==> config.mk <==
export PLATFORM = sky130hd
export DESIGN_NAME = spi_init_sequencer_flat
export DESIGN_NICKNAME = d
export VERILOG_FILES = /design/src/rtl/spi_init_sequencer_pkg.sv /design/src/rtl/spi_init_sequencer_if.sv /design/src/rtl/spi_init_rom.sv /design/src/rtl/spi_init_sequencer.sv /design/src/flat_wrapper.sv
export SDC_FILE = /design/constraint.sdc
export NUM_CORES = 1
export LEC_CHECK = 0
export ABC_AREA = 1
export CELL_PAD_IN_SITES_DETAIL_PLACEMENT = 0
export CELL_PAD_IN_SITES_GLOBAL_PLACEMENT = 1
export CORE_ASPECT_RATIO = 1.25
export CORE_MARGIN = 2
export CORE_UTILIZATION = 31
export CTS_BUF_LIST = sky130_fd_sc_hd__clkbuf_16
export CTS_CLUSTER_SIZE = 12
export DETAILED_ROUTE_END_ITERATION = 8
export PLACE_DENSITY = 0.7
export SLEW_MARGIN = 15
export SYNTH_ARGS = -nofsm -noshare
export SYNTH_HDL_FRONTEND = slang
export SYNTH_HIERARCHICAL = 1
export SYNTH_SLANG_ARGS = --single-unit
==> constraint.sdc <==
create_clock -name sys_clk -period 6.04 [get_ports sys_clk]
set_input_delay 1.208 -clock sys_clk [delete_from_list [all_inputs] [get_ports sys_clk]]
set_output_delay 1.208 -clock sys_clk [all_outputs]
set_load 0.01 [all_outputs]
==> src/rtl/spi_init_sequencer_pkg.sv <==
// Shared definitions for the SPI init sequencer: table entry layout, op codes,
// FSM state encoding and default sizing.
package spi_init_sequencer_pkg;

    localparam int DEFAULT_TABLE_DEPTH = 32;
    localparam int DEFAULT_ACK_TIMEOUT = 16;

    localparam int ENTRY_W  = 25;
    localparam int OP_MSB   = 24;
    localparam int OP_LSB   = 23;
    localparam int ADDR_MSB = 22;
    localparam int ADDR_LSB = 12;
    localparam int DATA_MSB = 11;
    localparam int DATA_LSB = 0;

    typedef enum logic [1:0] {
        OP_DAC_WR    = 2'd0,
        OP_ADC_WR    = 2'd1,
        OP_ADC_RDCHK = 2'd2,
        OP_END       = 2'd3
    } op_t;

    typedef enum logic [2:0] {
        ST_IDLE      = 3'd0,
        ST_FETCH     = 3'd1,
        ST_ISSUE     = 3'd2,
        ST_WAIT_ACK  = 3'd3,
        ST_WAIT_DONE = 3'd4,
        ST_CHECK     = 3'd5,
        ST_DONE      = 3'd6,
        ST_ERROR     = 3'd7
    } seq_state_t;

    function automatic logic [ENTRY_W-1:0] make_entry(input op_t op, input logic [10:0] addr,
                                                      input logic [11:0] data);
        return {op, addr, data};
    endfunction

    // Entry 0 is END, so an un-customised table finishes immediately.
    localparam logic [DEFAULT_TABLE_DEPTH*ENTRY_W-1:0] DEFAULT_INIT_TABLE =
        {{((DEFAULT_TABLE_DEPTH - 1) * ENTRY_W){1'b0}}, OP_END, 23'd0};

endpackage

==> src/rtl/spi_init_sequencer_if.sv <==
// Sequencer <-> SPI controller link. A request strobe is a one-cycle pulse issued only
// while spi_busy = 0; the controller acknowledges by raising spi_busy and finishes by dropping it.
interface spi_init_sequencer_if;

    logic        dac_request_write;
    logic [4:0]  dac_address;
    logic [11:0] dac_data;
    logic        adc_request_write;
    logic        adc_request_read;
    logic [10:0] adc_address;
    logic [7:0]  adc_data;
    logic [7:0]  adc_data_readback;
    logic        spi_busy;

    modport master (
        output dac_request_write, dac_address, dac_data,
        output adc_request_write, adc_request_read, adc_address, adc_data,
        input  adc_data_readback, spi_busy
    );

    modport slave (
        input  dac_request_write, dac_address, dac_data,
        input  adc_request_write, adc_request_read, adc_address, adc_data,
        output adc_data_readback, spi_busy
    );

endinterface

==> src/rtl/spi_init_rom.sv <==
// Synchronous init-table ROM, one-cycle read latency; contents come from a packed parameter
// with entry 0 in the least-significant bits.
module spi_init_rom
    import spi_init_sequencer_pkg::*;
#(
    parameter int TABLE_DEPTH = DEFAULT_TABLE_DEPTH,
    parameter logic [TABLE_DEPTH*ENTRY_W-1:0] INIT_TABLE = DEFAULT_INIT_TABLE
) (
    input  logic               sys_clk,
    input  logic [4:0]         addr,
    output logic [ENTRY_W-1:0] data
);

    always_ff @(posedge sys_clk) begin
        if (int'(addr) < TABLE_DEPTH) begin
            data <= INIT_TABLE[int'(addr)*ENTRY_W +: ENTRY_W];
        end else begin
            data <= {OP_END, 23'd0};
        end
    end

endmodule

==> src/rtl/spi_init_sequencer.sv <==
// Walks the init table and replays each entry as a DAC write, ADC write or ADC
// read-and-compare through the SPI controller, flagging timeouts and readback mismatches.
module spi_init_sequencer
    import spi_init_sequencer_pkg::*;
#(
    parameter int TABLE_DEPTH = DEFAULT_TABLE_DEPTH,
    parameter int ACK_TIMEOUT = DEFAULT_ACK_TIMEOUT,
    parameter bit AUTO_START  = 1'b1,
    parameter logic [TABLE_DEPTH*ENTRY_W-1:0] INIT_TABLE = DEFAULT_INIT_TABLE
) (
    input  logic                        sys_clk,
    input  logic                        reset,
    input  logic                        start,
    output logic                        seq_busy,
    output logic                        seq_done,
    output logic                        seq_error,
    output logic [7:0]                  mismatch_count,
    output seq_state_t                  debug_state,
    spi_init_sequencer_if.master        spi
);

    localparam int IDX_W = $clog2(TABLE_DEPTH + 1);
    localparam int TMO_W = $clog2(ACK_TIMEOUT + 1);

    seq_state_t         state, state_d;
    logic [IDX_W-1:0]   index, index_d;
    logic [TMO_W-1:0]   timer, timer_d;
    logic               auto_pending;
    op_t                entry_op;
    logic [7:0]         entry_expect;
    logic [ENTRY_W-1:0] rom_data;
    op_t                rom_op;

    logic        run_start, load_entry, err_set, mismatch;
    logic        dac_wr_stb, adc_wr_stb, adc_rd_stb;
    logic [4:0]  dac_address_q;
    logic [11:0] dac_data_q;
    logic [10:0] adc_address_q;
    logic [7:0]  adc_data_q;

    // The ROM is addressed with the next index so its registered output already
    // holds the current entry during the FETCH cycle.
    spi_init_rom #(
        .TABLE_DEPTH (TABLE_DEPTH),
        .INIT_TABLE  (INIT_TABLE)
    ) u_rom (
        .sys_clk (sys_clk),
        .addr    (5'(index_d)),
        .data    (rom_data)
    );

    assign rom_op = op_t'(rom_data[OP_MSB:OP_LSB]);

    always_comb begin
        state_d    = state;
        index_d    = index;
        timer_d    = timer;
        run_start  = 1'b0;
        load_entry = 1'b0;
        err_set    = 1'b0;
        mismatch   = 1'b0;
        dac_wr_stb = 1'b0;
        adc_wr_stb = 1'b0;
        adc_rd_stb = 1'b0;
        case (state)
            ST_IDLE, ST_DONE, ST_ERROR: begin
                if (start || auto_pending) begin
                    run_start = 1'b1;
                    index_d   = '0;
                    state_d   = ST_FETCH;
                end
            end
            ST_FETCH: begin
                if (index == IDX_W'(TABLE_DEPTH) || rom_op == OP_END) begin
                    state_d = ST_DONE;
                end else begin
                    load_entry = 1'b1;
                    state_d    = ST_ISSUE;
                end
            end
            ST_ISSUE: begin
                if (!spi.spi_busy) begin
                    timer_d = '0;
                    state_d = ST_WAIT_ACK;
                    case (entry_op)
                        OP_DAC_WR:    dac_wr_stb = 1'b1;
                        OP_ADC_WR:    adc_wr_stb = 1'b1;
                        OP_ADC_RDCHK: adc_rd_stb = 1'b1;
                        default: ;
                    endcase
                end
            end
            ST_WAIT_ACK: begin
                if (spi.spi_busy) begin
                    state_d = ST_WAIT_DONE;
                end else if (timer == TMO_W'(ACK_TIMEOUT - 1)) begin
                    err_set = 1'b1;
                    state_d = ST_ERROR;
                end else begin
                    timer_d = timer + 1'b1;
                end
            end
            ST_WAIT_DONE: begin
                if (!spi.spi_busy) begin
                    if (entry_op == OP_ADC_RDCHK) begin
                        state_d = ST_CHECK;
                    end else begin
                        index_d = index + 1'b1;
                        state_d = ST_FETCH;
                    end
                end
            end
            ST_CHECK: begin
                if (spi.adc_data_readback != entry_expect) begin
                    err_set  = 1'b1;
                    mismatch = 1'b1;
                end
                index_d = index + 1'b1;
                state_d = ST_FETCH;
            end
            default: state_d = ST_IDLE;
        endcase
    end

    always_ff @(posedge sys_clk or posedge reset) begin
        if (reset) begin
            state          <= ST_IDLE;
            index          <= '0;
            timer          <= '0;
            auto_pending   <= AUTO_START;
            entry_op       <= OP_DAC_WR;
            entry_expect   <= '0;
            seq_error      <= 1'b0;
            mismatch_count <= '0;
            dac_address_q  <= '0;
            dac_data_q     <= '0;
            adc_address_q  <= '0;
            adc_data_q     <= '0;
        end else begin
            state <= state_d;
            index <= index_d;
            timer <= timer_d;
            if (run_start) begin
                auto_pending   <= 1'b0;
                seq_error      <= 1'b0;
                mismatch_count <= '0;
            end else begin
                if (err_set) seq_error <= 1'b1;
                if (mismatch && mismatch_count != 8'hFF) mismatch_count <= mismatch_count + 8'd1;
            end
            // Address/data registers only change on entry load, so they stay put until the next FETCH.
            if (load_entry) begin
                entry_op     <= rom_op;
                entry_expect <= rom_data[DATA_LSB+7:DATA_LSB];
                if (rom_op == OP_DAC_WR) begin
                    dac_address_q <= rom_data[ADDR_LSB+4:ADDR_LSB];
                    dac_data_q    <= rom_data[DATA_MSB:DATA_LSB];
                end else begin
                    adc_address_q <= rom_data[ADDR_MSB:ADDR_LSB];
                    if (rom_op == OP_ADC_WR) adc_data_q <= rom_data[DATA_LSB+7:DATA_LSB];
                end
            end
        end
    end

    assign seq_busy    = !(state == ST_IDLE || state == ST_DONE || state == ST_ERROR);
    assign seq_done    = (state == ST_DONE);
    assign debug_state = state;

    assign spi.dac_request_write = dac_wr_stb;
    assign spi.adc_request_write = adc_wr_stb;
    assign spi.adc_request_read  = adc_rd_stb;
    assign spi.dac_address       = dac_address_q;
    assign spi.dac_data          = dac_data_q;
    assign spi.adc_address       = adc_address_q;
    assign spi.adc_data          = adc_data_q;

endmodule

==> src/flat_wrapper.sv <==
// flat-port wrapper written by rule: the top's interface ports become plain ports
module spi_init_sequencer_flat import spi_init_sequencer_pkg::*;
#(
    parameter int TABLE_DEPTH = DEFAULT_TABLE_DEPTH,
    parameter int ACK_TIMEOUT = DEFAULT_ACK_TIMEOUT,
    parameter bit AUTO_START  = 1'b1,
    parameter logic [TABLE_DEPTH*ENTRY_W-1:0] INIT_TABLE = DEFAULT_INIT_TABLE
)
  (sys_clk, reset, start, seq_busy, seq_done, seq_error, mismatch_count, debug_state, spi_dac_request_write, spi_dac_address, spi_dac_data, spi_adc_request_write, spi_adc_request_read, spi_adc_address, spi_adc_data, spi_adc_data_readback, spi_spi_busy);
  spi_init_sequencer_if spi_i ();
  input  logic sys_clk;
  input  logic reset;
  input  logic start;
  output logic seq_busy;
  output logic seq_done;
  output logic seq_error;
  output logic [7:0] mismatch_count;
  output seq_state_t debug_state;
  output wire logic [$bits(spi_i.dac_request_write)-1:0] spi_dac_request_write;
  output wire logic [$bits(spi_i.dac_address)-1:0] spi_dac_address;
  output wire logic [$bits(spi_i.dac_data)-1:0] spi_dac_data;
  output wire logic [$bits(spi_i.adc_request_write)-1:0] spi_adc_request_write;
  output wire logic [$bits(spi_i.adc_request_read)-1:0] spi_adc_request_read;
  output wire logic [$bits(spi_i.adc_address)-1:0] spi_adc_address;
  output wire logic [$bits(spi_i.adc_data)-1:0] spi_adc_data;
  input wire logic [$bits(spi_i.adc_data_readback)-1:0] spi_adc_data_readback;
  input wire logic [$bits(spi_i.spi_busy)-1:0] spi_spi_busy;
  assign spi_dac_request_write = spi_i.dac_request_write;
  assign spi_dac_address = spi_i.dac_address;
  assign spi_dac_data = spi_i.dac_data;
  assign spi_adc_request_write = spi_i.adc_request_write;
  assign spi_adc_request_read = spi_i.adc_request_read;
  assign spi_adc_address = spi_i.adc_address;
  assign spi_adc_data = spi_i.adc_data;
  assign spi_i.adc_data_readback = spi_adc_data_readback;
  assign spi_i.spi_busy = spi_spi_busy;
  spi_init_sequencer #(.TABLE_DEPTH(TABLE_DEPTH), .ACK_TIMEOUT(ACK_TIMEOUT), .AUTO_START(AUTO_START), .INIT_TABLE(INIT_TABLE)) u_core (.sys_clk(sys_clk), .reset(reset), .start(start), .seq_busy(seq_busy), .seq_done(seq_done), .seq_error(seq_error), .mismatch_count(mismatch_count), .debug_state(debug_state), .spi(spi_i));
endmodule
==> results of run 1 <==
-- worst max-delay path by stage --
stage                       from                    end  slack [ns]
floorplan           spi_spi_busy  spi_adc_request_write        2.96
global placement    spi_spi_busy  spi_dac_request_write        1.98
detailed placement  spi_spi_busy  spi_dac_request_write        1.91
CTS                 spi_spi_busy  spi_dac_request_write        1.92
global route        spi_spi_busy  spi_dac_request_write        1.79
finish              spi_spi_busy  spi_dac_request_write        1.90
-- metal layers --
layer  GRT usage  part of all wire  up-vias
met5           0                 0        -
met4      0.0644             0.021        0
met3      0.0394             0.067        9
met2       0.190              0.44       76
met1       0.169              0.47     1278
li1            -                 -     1481
-- layout make-up --
| class | count | area share |
|---|---|---|
| Tap cell | 161 | 0.0435 |
| Sequential cell | 71 | 0.383 |
| Multi-Input combinational cell | 294 | 0.323 |
| Timing Repair Buffer | 65 | 0.140 |
| Clock inverter | 7 | 0.00568 |
| Inverter | 69 | 0.0559 |
| Clock buffer | 9 | 0.0486 |
-- report_power, final --
group	leakage [nW]	internal, mW	switching, mW
combinational	1.15	0.491	0.542
sequential	0.870	0.689	0.152
clock	0.141	0.267	0.190
total	2.16	1.45	0.884
-- worst min-delay path, cell delays in order (launching register included) --
cell	delay, ns
dfstp_2	0.36
inv_1	0.04
nor2_1	0.04
-- per-stage QoR --
stage               cells  hold slack (ns)  total power, mW
CTS                   676            0.441             2.37
floorplan             466            0.421             1.46
finish                676            0.438             2.33
global placement      660            0.429             1.88
detailed placement    660            0.432             1.89
global route          676            0.462             2.53
-- cells in the mapped netlist --
master / n
nand2_1: 116
dfrtp_1: 69
inv_1: 61
o21ai_1: 30
buf_4: 24
nand3_1: 24
nor2_1: 18
o21ai_0: 15
o21ai_2: 14
a21oi_1: 10
inv_2: 8
nor3_1: 6
ha_1: 5
xnor2_1: 5
buf_2: 4
buf_6: 4
nand4_1: 4
nand2_2: 3
nor2_2: 3
o22ai_1: 3
or2_2: 3
nor2_4: 2
nor2_8: 2
xor2_1: 2
and2_4: 1
conb_1: 1
dfstp_2: 1
dfxtp_1: 1
nand2_4: 1
nand3_2: 1
nand3_4: 1
nor3_4: 1
o221ai_1: 1
-- sequential cells by signal, indices dropped and copies added, names as in the netlist --
name / cells
u_core/spi.dac_data: 12
u_core/spi.adc_address: 11
u_core/entry_expect: 8
u_core/mismatch_count: 8
u_core/spi.adc_data: 8
u_core/index: 6
u_core/spi.dac_address: 5
u_core/timer: 5
u_core/debug_state: 3
u_core/entry_op: 2
u_core/auto_pending: 1
u_core/seq_error: 1
u_core/u_rom/data: 1
-- cells by family after synthesis --
group | after synthesis
buffers and inverters | 101
other | 1
xor gates and xnor gates | 7
AOI/OAI and AO/OA | 73
DFF | 71
adders and majority gates | 5
and+or+nand+nor | 186
==> qor.yml, run 1 <==
status:
  status: "finished clean"
synth:
  synth_top_family_by_area: "simple AND/OR/NAND/NOR gates"
  synth.area.mux_share: 0
  synth.cell_area_sq_um: 3690
  yosysTopAreaCellShare: 0.468
  synth_top_cell_by_area: "dfrtp_1"
  synth_compound_area_frac: 0.115
  ys_seq_area_frac: 0.480
  synth_cells: 444
  synth_cell_types: 33
  synth_area_per_cell_sq_um: 8.31
  synthAdderAreaFrac: 0.0169
  synth_xor_area_frac: 0.0166
  synthSimpleGateAreaFrac: 0.233
  synth_area_leaders: "dfrtp_1, nand2_1, inv_1"
  synth_seq_cells: 71
  yosys_warnings: 6
cts:
  path_clk_slew_ns: 0.05
  cts_hold_buf: 0
  cts_root_buf: "clkbuf_16"
  cts_num_sinks: 71
  worstSkewPairLatency_ns: 0.33
  cts_tree: "done"
  cts_buffer_depth: 2
  htreeDepth: 3
  cts_resized: 0
  post_cts_buffers: 0
  cts_made_buffers: 9
critical_path:
  end_kind: "output pin"
  start_kind: "input port"
  critical-path-slowest-cell: "clkdlybuf4s50_1"
  worstPathCellList: "clkdlybuf4s50_1, inv_1, nand4_1, nor3_1, clkdlybuf4s50_1"
  path_max_fanout: 7
  cpMostUsedCell: "clkdlybuf4s50_1"
  path_delay_family: "buffers and inverters"
  r2r-end: "u_core/spi.dac_data[5]"
  reg2reg_slack_ns: 4.17
  arrival_ns: 2.93
  critPathBufInv: 3
  r2r_start: "u_core/debug_state[2]"
  cp.depth: 5
  reg2regPathDepth: 8
  crit_type: "input port to output pin"
  max_stage_delay_ns: 0.57
  cp.required_ns: 4.83
timing:
  finalCriticalPeriod_ns: 4.14
  fin_tns_setup_ns: 0
  relSlewSlack: 0.398
  tightest_slew_ns: 0.903
  fin_skew_ns: 0.00534
  grt_setup_unrepaired: "false"
  setup_viol: 0
  hold_viol: 0
  fin_ws_ns: 1.90
  post-route-period-util: 0.685
  drv_slew: 0
  fmax_ghz: 0.242
global_route:
  antenna_found_initial: 0
  grt_pass1_vias: 2776
  gr-total-overflow: 0
  grt_pass1_wl_microns: 12800
  grt_max_degree: 71
  grt_use_total: 0.128
min_path:
  holdPathEnd: "u_core/auto_pending"
  hold_path.class: "flop to flop"
  min_path_cells: 2
  hp-start: "u_core/auto_pending"
detailed_routing:
  post-route-drc-count: 0
  vias_per_cell: 4.21
  antenna_left: 0
  first_pass_iters: 6
  drt_iter0_drc: 125
  vias: 2844
  wl_per_cell_microns: 11.4
  totalWireLength_microns: 7680
layout:
  layout_common_cells: "nand2_1, dfrtp_1, inv_1, clkdlybuf4s50_1, o21ai_1"
  multi_input_area_sq_um: 1500
  fin_area_sq_um: 4630
  fin_util: 0.399
  areaGrowthSynthToFinish_pct: 25.4
  drive_gt1_frac: 0.101
  diodes: 0
  final_nets: 527
  regArea_sq_um: 1770
  nFillCells: 1214
  layout_commonest_cell: "nand2_1"
floorplanning:
  rows: 44
  coreArea_sq_um: 11600
  die_x_microns: 102
  initial_core_util: 0.318
  die_area_sq_um: 12800
  io_pins: 65
  die_h_microns: 126
flow_run:
  drv_cap: 0
place:
  port_buffers: 64
  dp_hpwl_microns: 5340
  pre_cts_ws_ns: 1.91
  placed_area_sq_um: 4380
  gp_congestion: 0.833
power:
  p_leak_nw: 2.16
  vdd_ir_drop_max_mv: 0.204
  power.density_nw_per_um2: 503
Note: power is estimated with default switching activity, not from simulation.
==> inputs of run 2 (changes only) <==
--- a/config.mk
+++ b/config.mk
@@ -14,7 +14,7 @@
 export CTS_BUF_LIST = sky130_fd_sc_hd__clkbuf_16
 export CTS_CLUSTER_SIZE = 12
 export DETAILED_ROUTE_END_ITERATION = 8
-export PLACE_DENSITY = 0.7
+export PLACE_DENSITY = 0.72
 export SLEW_MARGIN = 15
 export SYNTH_ARGS = -nofsm -noshare
 export SYNTH_HDL_FRONTEND = slang
==> constraint.sdc (replaced) <==
create_clock -name sys_clk -period 3.71 [get_ports sys_clk]
set_input_delay 0.742 -clock sys_clk [delete_from_list [all_inputs] [get_ports sys_clk]]
set_output_delay 0.742 -clock sys_clk [all_outputs]
set_load 0.01 [all_outputs]
==> run 2 against run 1 <==
Clock skew decreased by 0.0017 ns; cell area increased by 0.84%; register-to-register slack got worse by 2.4 ns; critical path depth unchanged.
==> qor.yml, run 2 (synthesized netlist as in run 1, its figures left out) <==
critical_path:
  arrival_ns: 2.49  # -0.44 ns
  cpMostUsedCell: "clkdlybuf4s50_1"
  start_kind: "input port"
  max_stage_delay_ns: 0.57  # about the same
  worstPathCellList: "clkdlybuf4s50_1, inv_1, nand4_1, nor3_1, clkdlybuf4s50_1"
  cp.required_ns: 2.97  # -1.86 ns
  crit_type: "input port to output pin"
  critPathBufInv: 3  # unchanged
  path_delay_family: "buffers and inverters"
  path_max_fanout: 7  # unchanged
  critical-path-slowest-cell: "clkdlybuf4s50_1"
  end_kind: "output pin"
detailed_routing:
  first_pass_iters: 5  # -1
  wl_per_cell_microns: 11.4  # +0.74%
  antenna_left: 0  # unchanged
  vias: 2850  # +0.21%
  post-route-drc-count: 0  # unchanged
  totalWireLength_microns: 7720  # +0.59%
  vias_per_cell: 4.22  # +0.36%
  drt_iter0_drc: 111  # -11%
timing:
  grt_setup_unrepaired: "false"
  fin_skew_ns: 0.00367  # -0.00167 ns
  fin_tns_setup_ns: 0  # unchanged
  post-route-period-util: 0.872
  drv_slew: 0  # unchanged
  fmax_ghz: 0.309
  hold_viol: 0  # unchanged
  relSlewSlack: 0.457  # +0.0587
  finalCriticalPeriod_ns: 3.24
  fin_ws_ns: 0.474  # -1.43 ns
  setup_viol: 0  # unchanged
  tightest_slew_ns: 0.815  # -0.0881 ns
power:
  p_int_mw: 2.43  # +68%
  total_power_mw: 3.88  # +66%
  vdd_ir_drop_max_mv: 0.341  # +67%
  p_seq_frac: 0.353  # -0.008
  power.density_nw_per_um2: 831  # +65%
  p_leak_nw: 2.16  # +0.18%
  combPwrFrac: 0.436  # -0.007
  power.switching_mw: 1.45  # +64%
  switching_share: 0.374  # -0.00536
  pwr-share-clk: 0.211  # +0.015
place:
  dp_hpwl_microns: 5570  # +4.3%
  port_buffers: 64  # unchanged
  gp_congestion: 0.814  # -2.2%
  pre_cts_ws_ns: 0.424  # -1.49 ns
  placed_area_sq_um: 4390  # +0.29%
cts:
  cts_hold_buf: 0  # unchanged
  post_cts_buffers: 0  # unchanged
  cts_root_buf: "clkbuf_16"
  path_clk_slew_ns: 0.06  # about the same
  cts_made_buffers: 9  # unchanged
  cts_num_sinks: 71  # unchanged
  htreeDepth: 3  # unchanged
  cts_buffer_depth: 2  # unchanged
  cts_tree: "done"
  worstSkewPairLatency_ns: 0.33  # about the same
  cts_resized: 0  # unchanged
status:
  status: "finished clean"
floorplanning:
  rows: 44  # unchanged
  die_area_sq_um: 12800  # unchanged
  die_h_microns: 126  # unchanged
  die_x_microns: 102  # unchanged
  coreArea_sq_um: 11600  # unchanged
  initial_core_util: 0.318  # unchanged
  io_pins: 65  # unchanged
layout:
  diodes: 0  # unchanged
  fin_area_sq_um: 4670  # +0.84%
  areaGrowthSynthToFinish_pct: 26.5
  final_nets: 527  # unchanged
  drive_gt1_frac: 0.109  # +0.00798
  layout_commonest_cell: "nand2_1"
  layout_common_cells: "nand2_1, dfrtp_1, clkdlybuf4s50_1, inv_1, o21ai_1"
  largest_register_ffs: 12  # unchanged
global_route:
  grt_pass1_vias: 2901  # +4.5%
  antenna_found_initial: 0  # unchanged
  grt_use_total: 0.134  # +0.00560
  grt_pass1_wl_microns: 13600  # +5.9%
  gr-total-overflow: 0  # unchanged
  grt_max_degree: 43  # -39%
min_path:
  hold_path.class: "flop to flop"
flow_run:
  drv_cap: 0  # unchanged
[run 2: changes by cell type in the layout (fill, tap and decap cells not counted), sizes merged]
cell / previous run / this run
clkinv: 2 / 5
bufinv: 0 / 1
inv: 74 / 69
[run 2: final cells by class]
class / count / area (sq um)
repair buffers: 65 / 661
flip-flops and latches: 71 / 1770
multi-input cells: 294 / 1500
well taps: 161 / 201
fillers: 1206 / 6950
inverters: 69 / 259
clock inverters: 6 / 52.6
clock buffers: 9 / 225
[run 2: path summary, 6_finish.rpt]
| check | from | end | slack [ns] | depth (start not counted) |
|---|---|---|---|---|
| hold reg to reg | u_core/auto_pending | u_core/auto_pending | 0.45 | 2 |
| max in group asynchronous | reset | u_core/auto_pending | 2.18 | 3 |
| hold / removal | u_core/auto_pending | u_core/auto_pending | 0.45 | 2 |
| min in group asynchronous | reset | u_core/spi.adc_address[0] | 0.83 | 2 |
| setup / recovery | spi_spi_busy | spi_dac_request_write | 0.47 | 5 |
| setup reg to reg | u_core/debug_state[2] | u_core/spi.dac_data[3] | 1.81 | 8 |
[run 2: metal layers]
layer	vias to the layer above	global-route usage	routed length, microns
met5	-	0	0
met4	0	0.0580	116
met2	58	0.197	3420
li1	1490	-	-
met1	1292	0.173	3620
met3	10	0.0538	566
[run 2: power by group through the flow]
stage / Sequential [mW] / Combinational (mW) / Clock [mW]
floorplan: 1.46 / 0.916 / 0
global placement: 1.37 / 1.69 / 0
detailed placement: 1.38 / 1.71 / 0
CTS: 1.37 / 1.72 / 0.855
global route: 1.42 / 1.91 / 0.897
finish: 1.37 / 1.69 / 0.819
[run 2: through the flow]
stage	utilization	cells	hold WS, ns
global placement	0.378	660	0.429
detailed placement	0.378	660	0.444
CTS	0.402	675	0.453
finish	0.402	675	0.449
floorplan	-	466	0.421
global route	0.402	675	0.462
[run 2: worst register-to-register path, cell delays in order (launching register included)]
cell     delay [ns]
dfrtp_1        0.39
inv_2          0.16
nand2_1        0.10
nor2_2         0.13
inv_2          0.09
nor2_8         0.24
nand3_4        0.40
nand2_1        0.21
o21ai_2        0.07
==> inputs of run 3 (changes only) <==
--- a/config.mk
+++ b/config.mk
@@ -11,7 +11,7 @@
 export CORE_ASPECT_RATIO = 1.25
 export CORE_MARGIN = 2
 export CORE_UTILIZATION = 31
-export CTS_BUF_LIST = sky130_fd_sc_hd__clkbuf_16
+export CTS_BUF_LIST = sky130_fd_sc_hd__clkbuf_8
 export CTS_CLUSTER_SIZE = 12
 export DETAILED_ROUTE_END_ITERATION = 8
 export PLACE_DENSITY = 0.72
==> run 3 against run 2 <==
Sequential cell count unchanged; worst hold slack improved by 0.0027 ns; sequential share of layout area increased by 0.67 points; non-clock buffer count unchanged; core utilization down 0.70 points; total power down 4.9%; critical path type unchanged; largest power group unchanged.
==> qor.yml, run 3 (synthesized netlist as in run 1, its figures left out) <==
status:
  status: "finished clean"
timing:
  post-route-period-util: 0.873  # about the same
  fmax_ghz: 0.309  # about the same
  fin_ws_ns: 0.472  # -0.00221 ns
  fin_tns_setup_ns: 0  # unchanged
  hold_viol: 0  # unchanged
  relSlewSlack: 0.456  # -0.000606
  drv_slew: 0  # unchanged
  fin_skew_ns: 0.00403  # +0.000360 ns
  finalCriticalPeriod_ns: 3.24  # +0.00221 ns
  tightest_slew_ns: 0.815  # +0.000908 ns
  setup_viol: 0  # unchanged
  grt_setup_unrepaired: "false"
floorplanning:
  die_area_sq_um: 12800  # unchanged
  die_h_microns: 126  # unchanged
  initial_core_util: 0.318  # unchanged
  io_pins: 65  # unchanged
  rows: 44  # unchanged
  coreArea_sq_um: 11600  # unchanged
  die_x_microns: 102  # unchanged
layout:
  final_nets: 527  # unchanged
  instances_no_fill: 675  # unchanged
  fin_util: 0.395  # -0.00700
  largest_register_ffs: 12  # unchanged
  layout_common_cells: "nand2_1, dfrtp_1, clkdlybuf4s50_1, inv_1, o21ai_1"
  layout_commonest_cell: "nand2_1"
  nFillCells: 1216  # +0.83%
  diodes: 0  # unchanged
  drive_gt1_frac: 0.113  # +0.00389
  areaGrowthSynthToFinish_pct: 24.3
cts:
  cts_hold_buf: 0  # unchanged
  cts_root_buf: "clkbuf_8"
  cts_num_sinks: 71  # unchanged
  worstSkewPairLatency_ns: 0.34  # about the same
  cts_resized: 0  # unchanged
  cts_tree: "done"
  cts_made_buffers: 9  # unchanged
  htreeDepth: 3  # unchanged
  post_cts_buffers: 0  # unchanged
  path_clk_slew_ns: 0.07  # about the same
  cts_buffer_depth: 2  # unchanged
critical_path:
  path_delay_family: "buffers and inverters"
  start_kind: "input port"
  reg2reg_slack_ns: 1.81  # about the same
  max_stage_delay_ns: 0.57  # about the same
  arrival_ns: 2.50  # about the same
  cpMostUsedCell: "clkdlybuf4s50_1"
  cp.required_ns: 2.97  # about the same
  worstPathCellList: "clkdlybuf4s50_1, inv_1, nand4_1, nor3_1, clkdlybuf4s50_1"
  critical-path-slowest-cell: "clkdlybuf4s50_1"
  path_max_fanout: 7  # unchanged
  crit_type: "input port to output pin"
  end_kind: "output pin"
  critPathBufInv: 3  # unchanged
place:
  dp_hpwl_microns: 5570  # unchanged
  gp_congestion: 0.814  # unchanged
  port_buffers: 64  # unchanged
  dp_cells: 660  # unchanged
  pre_cts_ws_ns: 0.424  # unchanged
detailed_routing:
  drt_iter0_drc: 92  # -17%
  vias: 2848  # -0.070%
  vias_per_cell: 4.22  # about the same
  wl_per_cell_microns: 11.4  # unchanged
  post-route-drc-count: 0  # unchanged
  first_pass_iters: 4  # -1
  antenna_left: 0  # unchanged
  totalWireLength_microns: 7720  # unchanged
global_route:
  grt_max_degree: 43  # unchanged
  grt_use_total: 0.133  # -0.00126
  antenna_found_initial: 0  # unchanged
  gr-total-overflow: 0  # unchanged
  grt_pass1_wl_microns: 13600  # -0.26%
  grt_pass1_vias: 2883  # -0.62%
flow_run:
  drv_cap: 0  # unchanged
power:
  total_power_mw: 3.69  # -4.9%
  power.density_nw_per_um2: 804  # -3.3%
  p_leak_nw: 2.13  # -1.6%
  vdd_ir_drop_max_mv: 0.352  # +3.1%
min_path:
  hold_path.class: "flop to flop"
[run 3: changes by cell type in the layout (fill, tap and decap cells not counted)]
cell	before	now
clkbuf_8	0	11
clkbuf_16	9	0
clkinv_1	2	0
[run 3: report_power, final]
group          internal [mW]  switching [mW]
registers               1.12           0.248
clock network          0.340           0.289
logic                  0.800           0.892
[run 3: path summary, 6_finish.rpt]
check / from / end / cells after the start
hold reg to reg: u_core/auto_pending / u_core/auto_pending / 2
hold / removal: u_core/auto_pending / u_core/auto_pending / 2
max in group asynchronous: reset / u_core/auto_pending / 3
min in group asynchronous: reset / u_core/spi.adc_address[0] / 2
setup reg to reg: u_core/index[0] / u_core/spi.dac_data[3] / 8
setup / recovery: spi_spi_busy / spi_dac_request_write / 5
[run 3: metal layers]
layer | share of wire | up-vias | track usage
met5 | 0 | - | 0
met4 | 0.014 | 0 | 0.0501
met3 | 0.074 | 9 | 0.0538
met2 | 0.44 | 58 | 0.199
met1 | 0.47 | 1294 | 0.171
li1 | - | 1487 | -
[run 3: stage by stage]
stage               hold WS, ns  cell area, sq um
finish                    0.451              4590
global route              0.466              4590
CTS                       0.457              4590
detailed placement        0.444              4390
global placement          0.429              4390
floorplan                 0.421              3770
[run 3: final cells by class]
| class | instances | area (sq um) | share of cell area |
|---|---|---|---|
| tap | 161 | 201 | 0.0439 |
| sequential | 71 | 1770 | 0.387 |
| inverter | 69 | 259 | 0.0565 |
| multi-input combinational | 294 | 1500 | 0.326 |
| clock inverter | 4 | 45.0 | 0.00982 |
| clock buffer | 11 | 151 | 0.0330 |
| timing repair buffer | 65 | 661 | 0.144 |
[run 3: tightest hold or removal path: stages (launching register included)]
cell     delay, ns
dfstp_2       0.37
inv_1         0.04
nor2_1        0.04
